--- config.mk ---
export PLATFORM = sky130hd
export DESIGN_NAME = stopwatch_ctrl
export DESIGN_NICKNAME = d
export VERILOG_FILES = /design/src/rtl/stopwatch_ctrl_pkg.sv /design/src/rtl/stopwatch_ctrl_btn_debounce.sv /design/src/rtl/stopwatch_ctrl.sv
export SDC_FILE = /design/constraint.sdc
export NUM_CORES = 1
export LEC_CHECK = 0
export BUFFER_PORTS_ARGS = -buffer_cell sky130_fd_sc_hd__buf_2
export CAP_MARGIN = 0
export CELL_PAD_IN_SITES_DETAIL_PLACEMENT = 0
export CELL_PAD_IN_SITES_GLOBAL_PLACEMENT = 1
export CORE_UTILIZATION = 33
export DETAILED_ROUTE_END_ITERATION = 10
export PLACE_DENSITY = 0.67
export RECOVER_POWER = 50
export SYNTH_ARGS = -nofsm -noshare
export SYNTH_HDL_FRONTEND = slang
export SYNTH_SLANG_ARGS = --single-unit
--- constraint.sdc ---
create_clock -name clk_in -period 2.4 [get_ports clk_in]
set_input_delay 0 -clock clk_in [delete_from_list [all_inputs] [get_ports clk_in]]
set_output_delay 0 -clock clk_in [all_outputs]
set_load 0.1 [all_outputs]
--- src/rtl/stopwatch_ctrl_pkg.sv ---
`default_nettype none
// ============================================================================
//  Module      : stopwatch_ctrl_pkg
//  Description : Shared types and constants for the stopwatch front-panel
//                controller.
//  Revision    : 1.0 - initial release
// ============================================================================
package stopwatch_ctrl_pkg;

    typedef enum logic [2:0] {
        ST_IDLE  = 3'd0,
        ST_RUN   = 3'd1,
        ST_PAUSE = 3'd2,
        ST_LOAD  = 3'd3,
        ST_DONE  = 3'd4
    } state_t;

    typedef enum logic [1:0] {
        SPD_SLOW   = 2'd0,
        SPD_NORMAL = 2'd1,
        SPD_FAST   = 2'd2
    } speed_t;

    typedef enum logic [1:0] {
        LD_RESET = 2'd0,
        LD_ADD   = 2'd1,
        LD_SUB   = 2'd2
    } load_kind_t;

    localparam logic [15:0] T_UP   = 16'h4930;
    localparam logic [15:0] T_DOWN = 16'h1020;

    localparam int c_idx_start = 0;
    localparam int c_idx_reset = 1;
    localparam int c_idx_dir   = 2;
    localparam int c_idx_fast  = 3;
    localparam int c_idx_slow  = 4;
    localparam int c_idx_add   = 5;
    localparam int c_idx_sub   = 6;
    localparam int c_num_btn   = 7;

    function automatic logic [15:0] target_of(input logic rev);
        return rev ? T_DOWN : T_UP;
    endfunction

endpackage
`default_nettype wire

--- src/rtl/stopwatch_ctrl_btn_debounce.sv ---
`default_nettype none
// ============================================================================
//  Module      : btn_debounce
//  Description : 2-FF synchronizer, counting debouncer and rising-edge pulse
//                for one raw push-button.
//  Revision    : 1.0 - initial release
// ============================================================================
module btn_debounce #(
    parameter int DB_LIMIT = 50000
) (
    input  logic i_clk,
    input  logic i_rst_n,
    input  logic i_btn,
    output logic o_rise
);

    localparam int                 c_cnt_w    = $clog2(DB_LIMIT);
    localparam logic [c_cnt_w-1:0] c_cnt_last = c_cnt_w'(DB_LIMIT - 1);

    logic [1:0]         r_sync_q,  w_sync_d;
    logic               r_level_q, w_level_d;
    logic               r_prev_q;
    logic [c_cnt_w-1:0] r_cnt_q,   w_cnt_d;

    // The level flips on the DB_LIMIT-th consecutive cycle of disagreement.
    always_comb begin
        w_sync_d  = {r_sync_q[0], i_btn};
        w_level_d = r_level_q;
        w_cnt_d   = '0;
        if (r_sync_q[1] != r_level_q) begin
            if (r_cnt_q == c_cnt_last) begin
                w_level_d = r_sync_q[1];
            end else begin
                w_cnt_d = r_cnt_q + c_cnt_w'(1);
            end
        end
    end

    always_ff @(posedge i_clk or negedge i_rst_n) begin
        if (!i_rst_n) begin
            r_sync_q  <= '0;
            r_level_q <= 1'b0;
            r_prev_q  <= 1'b0;
            r_cnt_q   <= '0;
        end else begin
            r_sync_q  <= w_sync_d;
            r_level_q <= w_level_d;
            r_prev_q  <= r_level_q;
            r_cnt_q   <= w_cnt_d;
        end
    end

    assign o_rise = r_level_q & ~r_prev_q;

endmodule
`default_nettype wire

--- src/rtl/stopwatch_ctrl.sv ---
`default_nettype none
// ============================================================================
//  Module      : stopwatch_ctrl
//  Description : Front-panel controller: debounced buttons driving a
//                run/pause/load FSM and speed level for the BCD stopwatch.
//  Revision    : 1.0 - initial release
// ============================================================================
module stopwatch_ctrl #(
    parameter int DB_LIMIT  = 50000,
    parameter int LOAD_HOLD = 2
) (
    input  logic        clk_in,
    input  logic        RESET_N,
    input  logic        BTN_START,
    input  logic        BTN_RESET,
    input  logic        BTN_DIR,
    input  logic        BTN_FAST,
    input  logic        BTN_SLOW,
    input  logic        BTN_ADD,
    input  logic        BTN_SUB,
    input  logic [15:0] Q,
    output logic        START,
    output logic        RESET,
    output logic        REVERSE,
    output logic        SPEED_UP,
    output logic        SPEED_DOWN,
    output logic        ADD,
    output logic        SUBTRACT,
    output logic [2:0]  STATE,
    output logic        DONE
);
    import stopwatch_ctrl_pkg::*;

    localparam int                  c_hold_w    = (LOAD_HOLD > 1) ? $clog2(LOAD_HOLD) : 1;
    localparam logic [c_hold_w-1:0] c_hold_last = c_hold_w'(LOAD_HOLD - 1);

    logic [c_num_btn-1:0] w_btn_raw;
    logic [c_num_btn-1:0] w_rise;

    assign w_btn_raw = {BTN_SUB, BTN_ADD, BTN_SLOW, BTN_FAST, BTN_DIR, BTN_RESET, BTN_START};

    generate
        for (genvar i = 0; i < c_num_btn; i++) begin : g_btn
            btn_debounce #(.DB_LIMIT(DB_LIMIT)) u_db (
                .i_clk   (clk_in),
                .i_rst_n (RESET_N),
                .i_btn   (w_btn_raw[i]),
                .o_rise  (w_rise[i])
            );
        end
    endgenerate

    state_t              r_state_q, w_state_d;
    state_t              r_ret_q,   w_ret_d;
    load_kind_t          r_kind_q,  w_kind_d;
    logic [c_hold_w-1:0] r_hold_q,  w_hold_d;
    logic                r_rev_q,   w_rev_d;
    speed_t              r_speed_q, w_speed_d;
    logic                r_start_q, w_start_d;
    logic                r_rst_q,   w_rst_d;
    logic                r_add_q,   w_add_d;
    logic                r_sub_q,   w_sub_d;
    logic                r_done_q,  w_done_d;
    logic                r_up_q,    w_up_d;
    logic                r_down_q,  w_down_d;

    logic w_ev_reset, w_ev_start, w_ev_add, w_ev_sub, w_ev_dir;

    // Fixed priority: reset > start > add > sub > dir; losers are dropped.
    assign w_ev_reset = w_rise[c_idx_reset];
    assign w_ev_start = w_rise[c_idx_start] & ~w_ev_reset;
    assign w_ev_add   = w_rise[c_idx_add]   & ~w_ev_reset & ~w_rise[c_idx_start];
    assign w_ev_sub   = w_rise[c_idx_sub]   & ~w_ev_reset & ~w_rise[c_idx_start] & ~w_rise[c_idx_add];
    assign w_ev_dir   = w_rise[c_idx_dir]   & ~w_ev_reset & ~w_rise[c_idx_start] & ~w_rise[c_idx_add]
                                            & ~w_rise[c_idx_sub];

    always_comb begin
        w_state_d = r_state_q;
        w_ret_d   = r_ret_q;
        w_kind_d  = r_kind_q;
        w_hold_d  = r_hold_q;
        w_rev_d   = r_rev_q;
        if (w_ev_reset) begin
            w_state_d = ST_LOAD;
            w_ret_d   = ST_IDLE;
            w_kind_d  = LD_RESET;
            w_hold_d  = '0;
        end else begin
            case (r_state_q)
                ST_IDLE, ST_PAUSE: begin
                    if (w_ev_start) begin
                        w_state_d = ST_RUN;
                    end else if (w_ev_add || w_ev_sub) begin
                        w_state_d = ST_LOAD;
                        w_ret_d   = r_state_q;
                        w_kind_d  = w_ev_add ? LD_ADD : LD_SUB;
                        w_hold_d  = '0;
                    end else if (w_ev_dir) begin
                        w_rev_d = ~r_rev_q;
                    end
                end
                ST_RUN: begin
                    if (w_ev_start) begin
                        w_state_d = ST_PAUSE;
                    end else if (Q == target_of(r_rev_q)) begin
                        w_state_d = ST_DONE;
                    end
                end
                ST_LOAD: begin
                    if (r_hold_q == c_hold_last) begin
                        w_state_d = r_ret_q;
                    end else begin
                        w_hold_d = r_hold_q + c_hold_w'(1);
                    end
                end
                ST_DONE: begin
                    if (w_ev_dir) begin
                        w_rev_d   = ~r_rev_q;
                        w_state_d = ST_IDLE;
                    end
                end
                default: w_state_d = ST_IDLE;
            endcase
        end

        w_speed_d = r_speed_q;
        if (w_rise[c_idx_fast] && !w_rise[c_idx_slow] && r_speed_q != SPD_FAST) begin
            w_speed_d = speed_t'(r_speed_q + 2'd1);
        end else if (w_rise[c_idx_slow] && !w_rise[c_idx_fast] && r_speed_q != SPD_SLOW) begin
            w_speed_d = speed_t'(r_speed_q - 2'd1);
        end

        w_start_d = (w_state_d == ST_RUN);
        w_done_d  = (w_state_d == ST_DONE);
        w_rst_d   = (w_state_d == ST_LOAD) && (w_kind_d == LD_RESET);
        w_add_d   = (w_state_d == ST_LOAD) && (w_kind_d == LD_ADD);
        w_sub_d   = (w_state_d == ST_LOAD) && (w_kind_d == LD_SUB);
        w_up_d    = (w_speed_d == SPD_FAST);
        w_down_d  = (w_speed_d == SPD_SLOW);
    end

    always_ff @(posedge clk_in or negedge RESET_N) begin
        if (!RESET_N) begin
            r_state_q <= ST_IDLE;
            r_ret_q   <= ST_IDLE;
            r_kind_q  <= LD_RESET;
            r_hold_q  <= '0;
            r_rev_q   <= 1'b0;
            r_speed_q <= SPD_NORMAL;
            r_start_q <= 1'b0;
            r_rst_q   <= 1'b0;
            r_add_q   <= 1'b0;
            r_sub_q   <= 1'b0;
            r_done_q  <= 1'b0;
            r_up_q    <= 1'b0;
            r_down_q  <= 1'b0;
        end else begin
            r_state_q <= w_state_d;
            r_ret_q   <= w_ret_d;
            r_kind_q  <= w_kind_d;
            r_hold_q  <= w_hold_d;
            r_rev_q   <= w_rev_d;
            r_speed_q <= w_speed_d;
            r_start_q <= w_start_d;
            r_rst_q   <= w_rst_d;
            r_add_q   <= w_add_d;
            r_sub_q   <= w_sub_d;
            r_done_q  <= w_done_d;
            r_up_q    <= w_up_d;
            r_down_q  <= w_down_d;
        end
    end

    assign START      = r_start_q;
    assign RESET      = r_rst_q;
    assign REVERSE    = r_rev_q;
    assign SPEED_UP   = r_up_q;
    assign SPEED_DOWN = r_down_q;
    assign ADD        = r_add_q;
    assign SUBTRACT   = r_sub_q;
    assign STATE      = r_state_q;
    assign DONE       = r_done_q;

endmodule
`default_nettype wire

# After elaboration in Yosys (flattened, before gate mapping)
# Cells that the tools add are included.
# W data, S select, Z words.
# word_totals
register_bits,159
n_memories,0
latchBits,0
rom_bits,0
ramBits,0
# op_classes
n_shift,0
n_addsub,10
n_reduce_logical,29
multipliers,0
magnitude_cmp,0
div,0
bitwise_logic,29
eq_ne,31
mux,43
# ops
op,count
$mux W16,14
$add A16 B1 Y16 const B,7
$eq A16 B16 Y1 const B,7
$mux W3,11
$and A1 B1 Y1,17
$eq A16 B15 Y1,1
$mux W15,1
$mux W2,7
$reduce_and A2 Y1,7
$not A1 Y1,12
$pmux W3 S4,1
$eq A3 B2 Y1 const B,3
$ne A2 B2 Y1 const B,4
$reduce_bool A2 Y1,4
$logic_and A1 B1 Y1,7
$mux W1,7
$ne A1 B1 Y1,7
$eq A3 B1 Y1 const B,2
$eq A3 B3 Y1 const B,2
$ne A3 B3 Y1 const B,2
$reduce_and A3 Y1,2
$eq A2 B2 Y1 const B,2
$logic_not A2 Y1,2
$pmux W1 S2,2
other kinds (10),11

# Depth between registers and ports, before layout
# depth
word_depth,13
mapped_depth,8
mapped_depth_nobuf,6

# Modules after synthesis
# From an unflattened synthesis, not the netlist that was laid out.
# hier_totals
cells_unflattened,695
hier_area_um2,7810.0
# by_module_without_submodules
module,cells_per_inst,seq_area_each_um2,area_per_inst_um2,instances
btn_debounce,85,500.5,968.4,7
stopwatch_ctrl,100,476.7,1031.0,1

# Worst setup path before layout
# OpenSTA, ideal clock, no wires.
# synth_timing
path_kind,flip-flop to flip-flop
from,"reg r_state_q[0], in the netlist STATE[0]"
to,"reg r_add_q, in the netlist ADD"
path_slack_ns,0.171
arrival_time_ns,2.108
synth_period_minus_slack_ns,2.229
required_ns,2.279
stages_incl_launch_ff,6
cell_sequence,dfrtp_1 -> inv_2 -> or4_4 -> nor2_1 -> o2bb2ai_2 -> and4bb_1
# synth_between
elab_chain_cells,6
elab_cells_between_ends,19
classes_between,eq/ne (6); mux (10); reduce/logical (3)
# synth_lines
element,line_no,text
"start, declared",stopwatch_ctrl.sv:53,"state_t r_state_q, w_state_d;"
"start signal, assigned",stopwatch_ctrl.sv:158,r_state_q <= w_state_d;
$eq A3 B2 Y1 / $logic_not A3 Y1 (equally long branches),stopwatch_ctrl.sv:89,case (r_state_q)
$reduce_or A2 Y1,stopwatch_ctrl.sv:89,
$pmux W3 S4 *,stopwatch_ctrl.sv:89,
$mux W3 *,stopwatch_ctrl.sv:83,if (w_ev_reset) begin
named net w_state_d[2],stopwatch_ctrl.sv:53,
$eq A3 B2 Y1 *,stopwatch_ctrl.sv:136,w_add_d = (w_state_d == ST_LOAD) && (w_kind_d == LD_ADD);
$logic_and A1 B1 Y1 *,stopwatch_ctrl.sv:136,
named net w_add_d,stopwatch_ctrl.sv:61,"logic r_add_q, w_add_d;"
"end signal, assigned",stopwatch_ctrl.sv:166,r_add_q <= w_add_d;
"end, declared",stopwatch_ctrl.sv:61,
# The timed path passes the listed nets; every way through them passes the cells marked *.
# A chain may end at the register's enable or synchronous reset.

# Worst setup path in the final report
# layout_timing
from,"reg r_state_q[0], in the netlist STATE[0]"
to,"reg r_sub_q, in the netlist SUBTRACT"
# layout_between
elab_chain_cells,6
elab_cells_between_ends,19
classes_between,eq/ne (6); mux (10); reduce/logical (3)
# layout_lines
element,line_no,text
$eq A3 B2 Y1 (tied with other cells),stopwatch_ctrl.sv:89,
$reduce_or A2 Y1 (tied with other cells),stopwatch_ctrl.sv:89,
$pmux W3 S4 *,stopwatch_ctrl.sv:89,
$mux W3 *,stopwatch_ctrl.sv:83,
named net w_state_d[0],stopwatch_ctrl.sv:53,
$eq A3 B2 Y1 *,stopwatch_ctrl.sv:137,w_sub_d = (w_state_d == ST_LOAD) && (w_kind_d == LD_SUB);
$logic_and A1 B1 Y1 *,stopwatch_ctrl.sv:137,
named net w_sub_d,stopwatch_ctrl.sv:62,"logic r_sub_q, w_sub_d;"
"end signal, assigned",stopwatch_ctrl.sv:167,r_sub_q <= w_sub_d;
"end, declared",stopwatch_ctrl.sv:62,
# Marked as above.

==> impl_metrics.toml <==
[synth]
synth_top_area_frac = 0.5493
synth.area.top_cells = "sky130_fd_sc_hd__dfrtp_1 (55%), sky130_fd_sc_hd__xor2_1 (8.5%), sky130_fd_sc_hd__nor2_1 (7.4%)"
ys_ff_latch = 159
synth_edf_count = 0
synth_top_cell_by_area = "sky130_fd_sc_hd__dfrtp_1"
post_synthesis_cell_count = 698
async_flop_share = 1.000
syn_area_um2 = 7198
synthesis.nets = 732
syn_area_per_cell_um2 = 10.31
synth_warnings = 0
synth_seq_area_share = 0.5529
synth.distinct_cells = 52
synth_flop_cell = "sky130_fd_sc_hd__dfrtp_1"

[flow_run]
cap_violations = 1

[pwr]
share_seq_of_total_power = 0.475
combinational_share_of_power = 0.030
power.net_switching_mw = 1.138
power.total_mw = 5.805
power_frac_clock = 0.495
cellPowerDensity_nw_per_um2 = 691.2
power_switching_share = 0.1959
power.leakage_nw = 3.746
maximum_ir_drop_on_the_vdd_rail_uv = 366.7
power.internal_mw = 4.668

[clock_tree]
clockRootBuffer = "sky130_fd_sc_hd__clkbuf_16"
latest_clock_arrival_within_the_worst_skew_pair_ps = 420
cts_made_buffers = 17
cts_sinks = 159
cts.repair.resized = 0
path_clk_slew_ps = 60
cts_tree = "done"
maximum_buffer_depth_of_the_clock_tree = 2
cts_post_setup_buffers_inserted = 0
cts-htree-levels = 4

[critical_path]
reg2reg_slack_ps = 430
worst_setup_path_start_kind = "flop"
worst_ep_required_time_ps = 2670
type_of_destination_of_the_critical_path = "flop"
cp_num_cells = 4
reg2reg_from = "STATE[0]$_DFF_PN0_"
timing.critical_path.fanout_max = 9
logic_depth_of_the_worst_register_to_register_path = 4
path_cells = "inv_2 > or4_4 > o211ai_2 > nor4bb_1"
critPathSlowestCell = "sky130_fd_sc_hd__dfrtp_1"
buffers_plus_inverters_on_the_worst_setup_path = 1
critical-path-max-stage-delay_ps = 530
cpLargestDelayFamily = "simple AND/OR/NAND/NOR gates"
worst-endpoint-arrival_ps = 2240
worst_r2r_endpoint = "SUBTRACT$_DFF_PN0_"
critical_path_class = "flop to flop"

[grt]
grtUsageMet1 = 0.1712
grt_use_met2 = 0.1961
track_usage = 0.1264
global_route.overflow_total = 0
grt_util_met3 = 0.03323
first_global_vias = 4760
grt_first_pass_wirelength_um = 22660
grt_start_max_net_pins = 86
gr-max-usage-layer = "met2"
grt_antenna_before_repair = 0

[cells_and_area]
layout_commonest_cell = "sky130_fd_sc_hd__dfrtp_1"
multi_input_comb_area_um2 = 3077
drive_above_1_share = 0.1114
final_core_utilization = 0.3958
most-common-layout-cells = "sky130_fd_sc_hd__dfrtp_1 (158), sky130_fd_sc_hd__nor2_1 (142), sky130_fd_sc_hd__xor2_1 (70), sky130_fd_sc_hd__nand2_1 (52), sky130_fd_sc_hd__nand3_1 (49)"
post_layout_nonfiller_instances = 1038
storage_element_area_um2 = 3980
nNetsFinal = 787
n_fill_cell = 2075
antenna_cells = 0
layout-area-overhead-vs-synth_pct = 16.69

[sta]
worst-slew-pin-transition_ps = 1890
final-max-slew-violation-count = 85
fin_crit_sh = 0.8220
max_slew_margin = -0.2598
final-hold-violation-count = 0
setup-tns-final_ps = 0
finalCriticalPeriod_ps = 1973
grt_setup_unrepaired = "no"
timing.final.setup_violations = 0
skew_ps = 6.561
max_freq_mhz = 506.9

[routing]
routed_wl_um = 12770
detailroute.via_count = 4835
routed_length_per_placed_instance_um = 12.30
drc = 0
first_pass_iters = 5
final_antenna_net_count = 0
drt-initial-drc-count = 199
vias_per_cell = 4.658

[floorplan]
dieWidth_um = 149.7
die_footprint_um2 = 22410
chipHeight_um = 149.7
num_rows = 53
initial_core_util = 0.3392
io_pins = 36
fp.coreArea_um2 = 21220

[place]
dp.final_hpwl_um = 8643
port_buffers = 35
gp_congestion = 0.7608
post-place-cells = 1001

[min_path]
hold_class = "input pin to flop"
worst_hold_path.num_cells = 5
whs_endpoint = "STATE[2]$_DFF_PN0_"
min_from = "Q[3]"

[run_status]
failed_checks = "capacitance limit, slew limit"
run_status = "finished, violations left"
## area by class of cell
cell class / count / share of cell area
sequential: 159 / 0.4739
clock inverter: 7 / 0.01907
inverter: 16 / 0.007150
multi-input combinational: 509 / 0.3663
tap: 275 / 0.04097
timing repair buffer: 50 / 0.03739
clock buffer: 22 / 0.05527
## what timing repair did
action	4_1_cts	5_1_grt
hold buffers	8	0
hold endpoints to repair	87	0
endpoints found under the setup margin	0	0
## power groups by stage
stage               clock (mW)  combinational, mW  sequential (mW)
finish                    2.87              0.176             2.76
global route              3.06              0.208             2.76
CTS                       2.95              0.187             2.76
detailed placement           0              0.176             2.80
global placement             0              0.176             2.80
floorplan                    0             0.0827             2.80
## kinds of logic after synthesis
group / Yosys count / share of synthesized area
muxes: 7 / 0.01078
xor gates and xnor gates: 108 / 0.1314
DFF: 159 / 0.5529
adders and majority gates: 9 / 0.01564
and+or+nand+nor: 360 / 0.2437
AOI/OAI and AO/OA: 25 / 0.02590
buffers and inverters: 30 / 0.01964
## routing by layer
layer / up-vias / part of all wire
met4: 0 / 0.010
met3: 10 / 0.025
met2: 38 / 0.45
li1: 2459 / -
met5: - / 0
met1: 2328 / 0.51
## worst max-delay path by stage
stage	to	slack (ps)	start
2_1_floorplan	ADD$_DFF_PN0_	170	STATE[0]$_DFF_PN0_
3_3_place_gp	SUBTRACT$_DFF_PN0_	520	g_btn[6].u_db.r_level_q$_DFFE_PN0P_
3_5_place_dp	SUBTRACT$_DFF_PN0_	420	g_btn[5].u_db.r_level_q$_DFFE_PN0P_
4_1_cts	SUBTRACT$_DFF_PN0_	400	g_btn[5].u_db.r_level_q$_DFFE_PN0P_
5_1_grt	g_btn[6].u_db.r_cnt_q[9]$_DFF_PN0_	140	RESET_N
6_report	SUBTRACT$_DFF_PN0_	430	STATE[0]$_DFF_PN0_
## registers in the layout (all words and copies together), names as in the netlist
| signal | cells |
|---|---|
| g_btn.u_db.r_cnt_q | 112 |
| STATE | 3 |
| ADD | 1 |
| SPEED_DOWN | 1 |
| g_btn.u_db.r_sync_q | 14 |
| r_ret_q | 3 |
| SPEED_UP | 1 |
| r_hold_q | 1 |
| START | 1 |
| SUBTRACT | 1 |
| RESET | 1 |
| r_kind_q | 2 |
| r_speed_q | 2 |
| g_btn.u_db.r_level_q | 7 |
| REVERSE | 1 |
| g_btn.u_db.r_prev_q | 7 |
| DONE | 1 |
## metrics by stage
step	hold slack, ps	area (um2)	worst slack (ps)
floorplan	-295.6	7198	170.5
global placement	108.2	7707	520.6
detailed placement	109.4	7707	421.1
CTS	30.63	8412	399.2
global route	78.61	8399	136.0
finish	41.96	8399	427.3
## worst reg2reg max path, stage by stage, from the launching register on
cell	delay (ps)
sky130_fd_sc_hd__dfrtp_1	530
sky130_fd_sc_hd__inv_2	90
sky130_fd_sc_hd__or4_4	530
sky130_fd_sc_hd__o211ai_2	290
sky130_fd_sc_hd__nor4bb_1	390
## synthesized netlist by cell type, types with 7 or more instances
cell / n
sky130_fd_sc_hd__inv_1: 15
sky130_fd_sc_hd__nand4_1: 19
sky130_fd_sc_hd__nand3_1: 49
sky130_fd_sc_hd__nor3_1: 20
sky130_fd_sc_hd__and3_1: 18
sky130_fd_sc_hd__dfrtp_1: 158
sky130_fd_sc_hd__nor2b_1: 10
sky130_fd_sc_hd__a21oi_1: 7
sky130_fd_sc_hd__nor2_1: 142
sky130_fd_sc_hd__nand2_1: 52
sky130_fd_sc_hd__and4_1: 10
sky130_fd_sc_hd__xnor2_1: 38
sky130_fd_sc_hd__nor4_1: 7
sky130_fd_sc_hd__xor2_1: 70
sky130_fd_sc_hd__ha_1: 9
Power figures use the tool's default switching activity.
